File: src/rtl/debounce_array.sv
//==============================================================================
// Module   : debounce_array
// Purpose  : Multi-channel button synchroniser/debouncer with press/release
//            pulses, long-press detection and auto-repeat.
// Revision : 1.0 - initial release
//==============================================================================
`default_nettype none

module debounce_array #(
  parameter int N_CH          = 4,
  parameter int DELAY_COUNTS  = 2500,
  parameter int HOLD_COUNTS   = 25_000_000,
  parameter int REPEAT_COUNTS = 5_000_000,
  parameter bit ACTIVE_LOW    = 1'b1
) (
  input  logic            clk,
  input  logic            rst_n,
  input  logic [N_CH-1:0] button,
  output logic [N_CH-1:0] level,
  output logic [N_CH-1:0] pressed,
  output logic [N_CH-1:0] released,
  output logic [N_CH-1:0] held,
  output logic [N_CH-1:0] repeat_pulse
);

  localparam int c_cnt_w  = $clog2(DELAY_COUNTS + 1);
  localparam int c_hcnt_w = (HOLD_COUNTS > 1) ? $clog2(HOLD_COUNTS) : 1;
  localparam int c_rcnt_w = (REPEAT_COUNTS > 1) ? $clog2(REPEAT_COUNTS) : 1;

  localparam logic [c_cnt_w-1:0]  c_delay     = c_cnt_w'(DELAY_COUNTS);
  localparam logic [c_hcnt_w-1:0] c_hold_last = c_hcnt_w'(HOLD_COUNTS - 1);
  localparam logic [c_rcnt_w-1:0] c_rep_last  =
      c_rcnt_w'((REPEAT_COUNTS > 0) ? (REPEAT_COUNTS - 1) : 0);
  localparam bit                  c_rep_en    = (REPEAT_COUNTS > 0);

  // Normalise polarity so that 1 always means pressed from here on.
  logic [N_CH-1:0] w_b;
  assign w_b = ACTIVE_LOW ? ~button : button;

  for (genvar i = 0; i < N_CH; i++) begin : g_ch
    logic                r_sync1;
    logic                r_sync2;
    logic                r_prev;
    logic [c_cnt_w-1:0]  r_cnt;
    logic                r_level;
    logic                r_pressed;
    logic                r_released;
    logic [c_hcnt_w-1:0] r_hcnt;
    logic                r_held;
    logic [c_rcnt_w-1:0] r_rcnt;
    logic                r_rep;
    logic                w_stable;
    logic                w_fall;

    assign w_stable = (r_sync2 == r_prev) && (r_cnt == c_delay);
    assign w_fall   = w_stable && !r_prev && r_level;

    always_ff @(posedge clk or negedge rst_n) begin
      if (!rst_n) begin
        r_sync1 <= 1'b0;
        r_sync2 <= 1'b0;
      end else begin
        r_sync1 <= w_b[i];
        r_sync2 <= r_sync1;
      end
    end

    always_ff @(posedge clk or negedge rst_n) begin
      if (!rst_n) begin
        r_prev     <= 1'b0;
        r_cnt      <= '0;
        r_level    <= 1'b0;
        r_pressed  <= 1'b0;
        r_released <= 1'b0;
      end else begin
        if (r_sync2 != r_prev) begin
          r_prev <= r_sync2;
          r_cnt  <= '0;
        end else if (r_cnt != c_delay) begin
          r_cnt <= r_cnt + 1'b1;
        end
        r_pressed  <= 1'b0;
        r_released <= 1'b0;
        if (w_stable) begin
          r_level    <= r_prev;
          r_pressed  <= r_prev & ~r_level;
          r_released <= ~r_prev & r_level;
        end
      end
    end

    // The releasing edge must win over any hold/repeat activity in that cycle.
    always_ff @(posedge clk or negedge rst_n) begin
      if (!rst_n) begin
        r_hcnt <= '0;
        r_held <= 1'b0;
        r_rcnt <= '0;
        r_rep  <= 1'b0;
      end else begin
        r_rep <= 1'b0;
        if (w_fall || !r_level) begin
          r_hcnt <= '0;
          r_held <= 1'b0;
          r_rcnt <= '0;
        end else if (!r_held) begin
          if (r_hcnt == c_hold_last) begin
            r_held <= 1'b1;
            r_rep  <= 1'b1;
          end else begin
            r_hcnt <= r_hcnt + 1'b1;
          end
        end else if (c_rep_en) begin
          if (r_rcnt == c_rep_last) begin
            r_rcnt <= '0;
            r_rep  <= 1'b1;
          end else begin
            r_rcnt <= r_rcnt + 1'b1;
          end
        end
      end
    end

    assign level[i]        = r_level;
    assign pressed[i]      = r_pressed;
    assign released[i]     = r_released;
    assign held[i]         = r_held;
    assign repeat_pulse[i] = r_rep;
  end

endmodule

`default_nettype wire

File: config.mk
export PLATFORM = sky130hd
export DESIGN_NAME = debounce_array
export DESIGN_NICKNAME = d
export VERILOG_FILES = /design/src/rtl/debounce_array.sv
export SDC_FILE = /design/constraint.sdc
export NUM_CORES = 1
export LEC_CHECK = 0
export CAP_MARGIN = 20
export CORE_MARGIN = 3
export CORE_UTILIZATION = 60
export DETAILED_ROUTE_END_ITERATION = 8
export GPL_TIMING_DRIVEN = 1
export HOLD_SLACK_MARGIN = 0.03
export PLACE_DENSITY = 0.77
export SLEW_MARGIN = 5
export SYNTH_ARGS = -nofsm -noshare
export SYNTH_HDL_FRONTEND = slang
export SYNTH_SLANG_ARGS = --single-unit
File: constraint.sdc
create_clock -name clk -period 2.6 [get_ports clk]
set_input_delay 0.78 -clock clk [delete_from_list [all_inputs] [get_ports clk]]
set_output_delay 0.78 -clock clk [all_outputs]
set_load 0.01 [all_outputs]
==> results.sh, run 1 <==
export IMPL_syn_inst=1574
export IMPL_hold_viol=0
export IMPL_dpl_cell_area_sq_um=15300
export IMPL_grt_pass1_vias=11500
export IMPL_hp_class="in2async"
export IMPL_ys_warn_count=0
export IMPL_fin_util_pct=69.3
export IMPL_tightestPinTransition_ns=0.967
export IMPL_muxShareOfSynthArea_pct=0.875
export IMPL_syn_nets=1596
export IMPL_timing_final_ws_setup_ns=0.143
export IMPL_power_frac_seq_pct=48.0
export IMPL_ys_ff_latch=272
export IMPL_drt_iter0_drc=992
export IMPL_syn_area_sq_um=14600
export IMPL_via_count=12000
export IMPL_path_class="reg2reg"
export IMPL_dp_worst_setup_slack_ns=0.0639
export IMPL_grt_max_degree=67
export IMPL_crit_path_end="g_ch[3].r_rcnt[21]"
export IMPL_clockBufferDepth=3
export IMPL_setup_worst_path_start="g_ch[3].r_rcnt[20]"
export IMPL_peakVddDrop_mv=0.445
export IMPL_p_sw_share_pct=21.0
export IMPL_synth_async_reset_ratio_pct=100
export IMPL_grt_util_all_layers_pct=23.2
export IMPL_dp_cells=1881
export IMPL_crit_path_max_incr_delay_ns=0.56
export IMPL_antenna_cells=0
export IMPL_worst_path_buf_inv=1
export IMPL_synthSimpleGateAreaFrac_pct=27.1
export IMPL_finalClockSkew_ns=0.0162
export IMPL_setup_viol=0
export IMPL_leakage_nw=6.37
export IMPL_hold_buffers=0
export IMPL_detail_route_wl_per_cell_um=15.8
export IMPL_fmax_mhz=407
export IMPL_grt_pass1_wl_mm=53.1
export IMPL_synth_edf_count=0
export IMPL_cp_start_kind="flip-flop"
export IMPL_crit_path_max_fanout=17
export IMPL_r2r_end="g_ch[3].r_rcnt[21]"
export IMPL_p_comb_share_pct=2.6
export IMPL_cts_made_buffers=29
export IMPL_power_density_nw_per_um2=549
export IMPL_gp_congestion=0.872
export IMPL_die_w_um=162
export IMPL_ys_seq_area_share_pct=46.7
export IMPL_synth_adder_area_share_pct=1.37
export IMPL_ff2ff_path_depth=6
export IMPL_antenna_found_initial=0
export IMPL_wirelength_mm=30.6
export IMPL_avgSynthCellArea_sq_um=9.27
export IMPL_worstPathArrival_ns=2.87
export IMPL_worstPathRequired_ns=3.01
export IMPL_status="complete, no violations"
export IMPL_switching_power_mw=1.89
export IMPL_rsz0062_at_grt="no"
export IMPL_fin_area_sq_um=16400
export IMPL_r2r_slack_ns=0.14
export IMPL_ys_flop_type="dfrtp_1"
export IMPL_period_share_pct=94.5
export IMPL_fin_nets=1616
export IMPL_final_cell_count_no_fill=1935
export IMPL_dr_pass1_iters=5
export IMPL_initial_core_util_pct=61.6
export IMPL_r2r_start="g_ch[3].r_rcnt[20]"
export IMPL_synth_xor_area_share_pct=5.64
export IMPL_slew_violations=0
export IMPL_std_cell_rows=56
export IMPL_dpl_hpwl_mm=20.3
export IMPL_syn_to_final_growth_pct=12.4
export IMPL_worstPathCellList="or4b_1, or3_1, o41ai_4, buf_6, o31ai_1, mux2_2"
export IMPL_core_area_sq_um=23700
export IMPL_cp_end_kind="flip-flop"
export IMPL_clk_pin_slew_ns=0.06
export IMPL_maxCapViolCount=0
export IMPL_internal_power_mw=7.11
export IMPL_drc=0
export IMPL_synth_cell_types=64
export IMPL_synth_compound_area_share_pct=14.0
export IMPL_synth_top_family_by_area="simple AND/OR/NAND/NOR gates"
export IMPL_num_fill_cells=1878
export IMPL_period_minus_slack_ns=2.46
export IMPL_yosys_top_cells_area="dfrtp_1 (47%), nor2_1 (4.2%), a21oi_1 (3.3%), nand2_1 (3.3%), nand3_1 (3.2%)"
export IMPL_cts_sink_count=272
export IMPL_clock_latency_ns=0.54
export IMPL_overflow=0
export IMPL_tns_ns=0
export IMPL_synth_largest_area_cell="dfrtp_1"
export IMPL_viasPerCell=6.22
export IMPL_ant_nets=0
export IMPL_layout_drive_gt1_share_pct=9.78
export IMPL_ioPinCount=26
export IMPL_cts_root_buf="clkbuf_16"
export IMPL_slowest_stage="or4b_1"
export IMPL_portBuffers=25
export IMPL_synth_top_area_share_pct=46.7
export IMPL_cts_tree="yes"
export IMPL_dieHeight_um=162
export IMPL_h_tree_depth=1
export IMPL_hold_ws_ns=0.160
export IMPL_cp_top_family="simple AND/OR/NAND/NOR gates"
export IMPL_ctsResizeCount=0
export IMPL_p_clk_share_pct=49.4
export IMPL_total_power_mw=9.00
export IMPL_post_cts_buffers=0
export IMPL_worst_path_stages=6
export IMPL_die_area_sq_um=26200
export IMPL_slew_headroom_pct=35.3
cells by family (layout without fill, tap and decap cells):
| logic type | after synthesis | in the layout |
|---|---|---|
| compound gates | 302 | 303 |
| fa+ha+maj | 16 | 16 |
| mux | 12 | 12 |
| xor+xnor | 94 | 94 |
| simple gates | 736 | 736 |
| buf+inv | 142 | 183 |
| flops | 272 | 272 |
cell type report:
cell class / instances / area [sq um] / area share, %
Clock inverter: 12 / 191 / 1.17
Sequential cell: 272 / 6810 / 41.5
Timing Repair Buffer: 84 / 764 / 4.66
Inverter: 46 / 173 / 1.05
Tap cell: 319 / 399 / 2.43
Clock buffer: 41 / 851 / 5.19
Multi-Input combinational cell: 1161 / 7220 / 44.0
sequential cells by signal (all words and copies together), names as in the netlist:
register	count
g_ch.r_held	4
g_ch.r_rep	4
g_ch.r_hcnt	100
g_ch.r_rcnt	92
g_ch.r_sync1	4
g_ch.r_level	4
g_ch.r_pressed	4
g_ch.r_sync2	4
g_ch.r_cnt	48
g_ch.r_released	4
g_ch.r_prev	4
placed cells by master, fill, tap and decap left out, types with 46 or more instances in the layout:
master / synthesis / final
dfrtp_1: 272 / 271
inv_1: 46 / 46
xnor2_1: 48 / 48
buf_4: 22 / 53
xor2_1: 46 / 46
nand3_1: 93 / 93
nand2_1: 128 / 128
nor3_1: 48 / 48
a21oi_1: 96 / 96
nand4_1: 56 / 56
nor2_1: 163 / 163
power groups by stage:
stage | clock [mW] | sequential [mW] | combinational, mW
final | 4.44 | 4.32 | 0.238
after global routing | 4.71 | 4.33 | 0.278
after CTS | 4.53 | 4.32 | 0.248
after detailed placement | 0 | 4.40 | 0.247
after global placement | 0 | 4.39 | 0.238
after floorplan | 0 | 4.39 | 0.110
how the worst min path moves through the flow:
| stage | startpoint | end |
|---|---|---|
| final | rst_n | g_ch[1].r_cnt[8] |
| after global routing | rst_n | g_ch[1].r_rcnt[17] |
| after CTS | rst_n | g_ch[1].r_rcnt[17] |
| after detailed placement | g_ch[0].r_sync1 | g_ch[0].r_sync2 |
| after global placement | g_ch[2].r_sync1 | g_ch[2].r_sync2 |
| after floorplan | g_ch[0].r_sync1 | g_ch[0].r_sync2 |
cells in the mapped netlist, drive strengths merged (16+ instances only):
cell	count
dfrtp	272
nor2	163
nand2	128
a21oi	96
nand3	93
nand4	56
nor3	49
buf	48
clkbuf	48
xnor2	48
inv	46
xor2	46
nor4	40
o21ai	37
or3	34
or4	33
a31oi	30
o31ai	30
and3	29
ha	16
layer usage:
layer | global-route usage, % | wire, um
met5 | 0 | 0
met4 | 5.97 | 633
met3 | 2.50 | 947
met2 | 38.0 | 14600
met1 | 33.3 | 14500
Note: power is estimated with default switching activity, not from simulation.
==> inputs of run 2 (changes only) <==
--- a/config.mk
+++ b/config.mk
@@ -8,6 +8,7 @@
 export CAP_MARGIN = 20
 export CORE_MARGIN = 3
 export CORE_UTILIZATION = 60
+export CTS_CLUSTER_SIZE = 24
 export DETAILED_ROUTE_END_ITERATION = 8
 export GPL_TIMING_DRIVEN = 1
 export HOLD_SLACK_MARGIN = 0.03
==> results of run 2 <==
The final DEF is identical to that of run 1; final timing and power are the same.
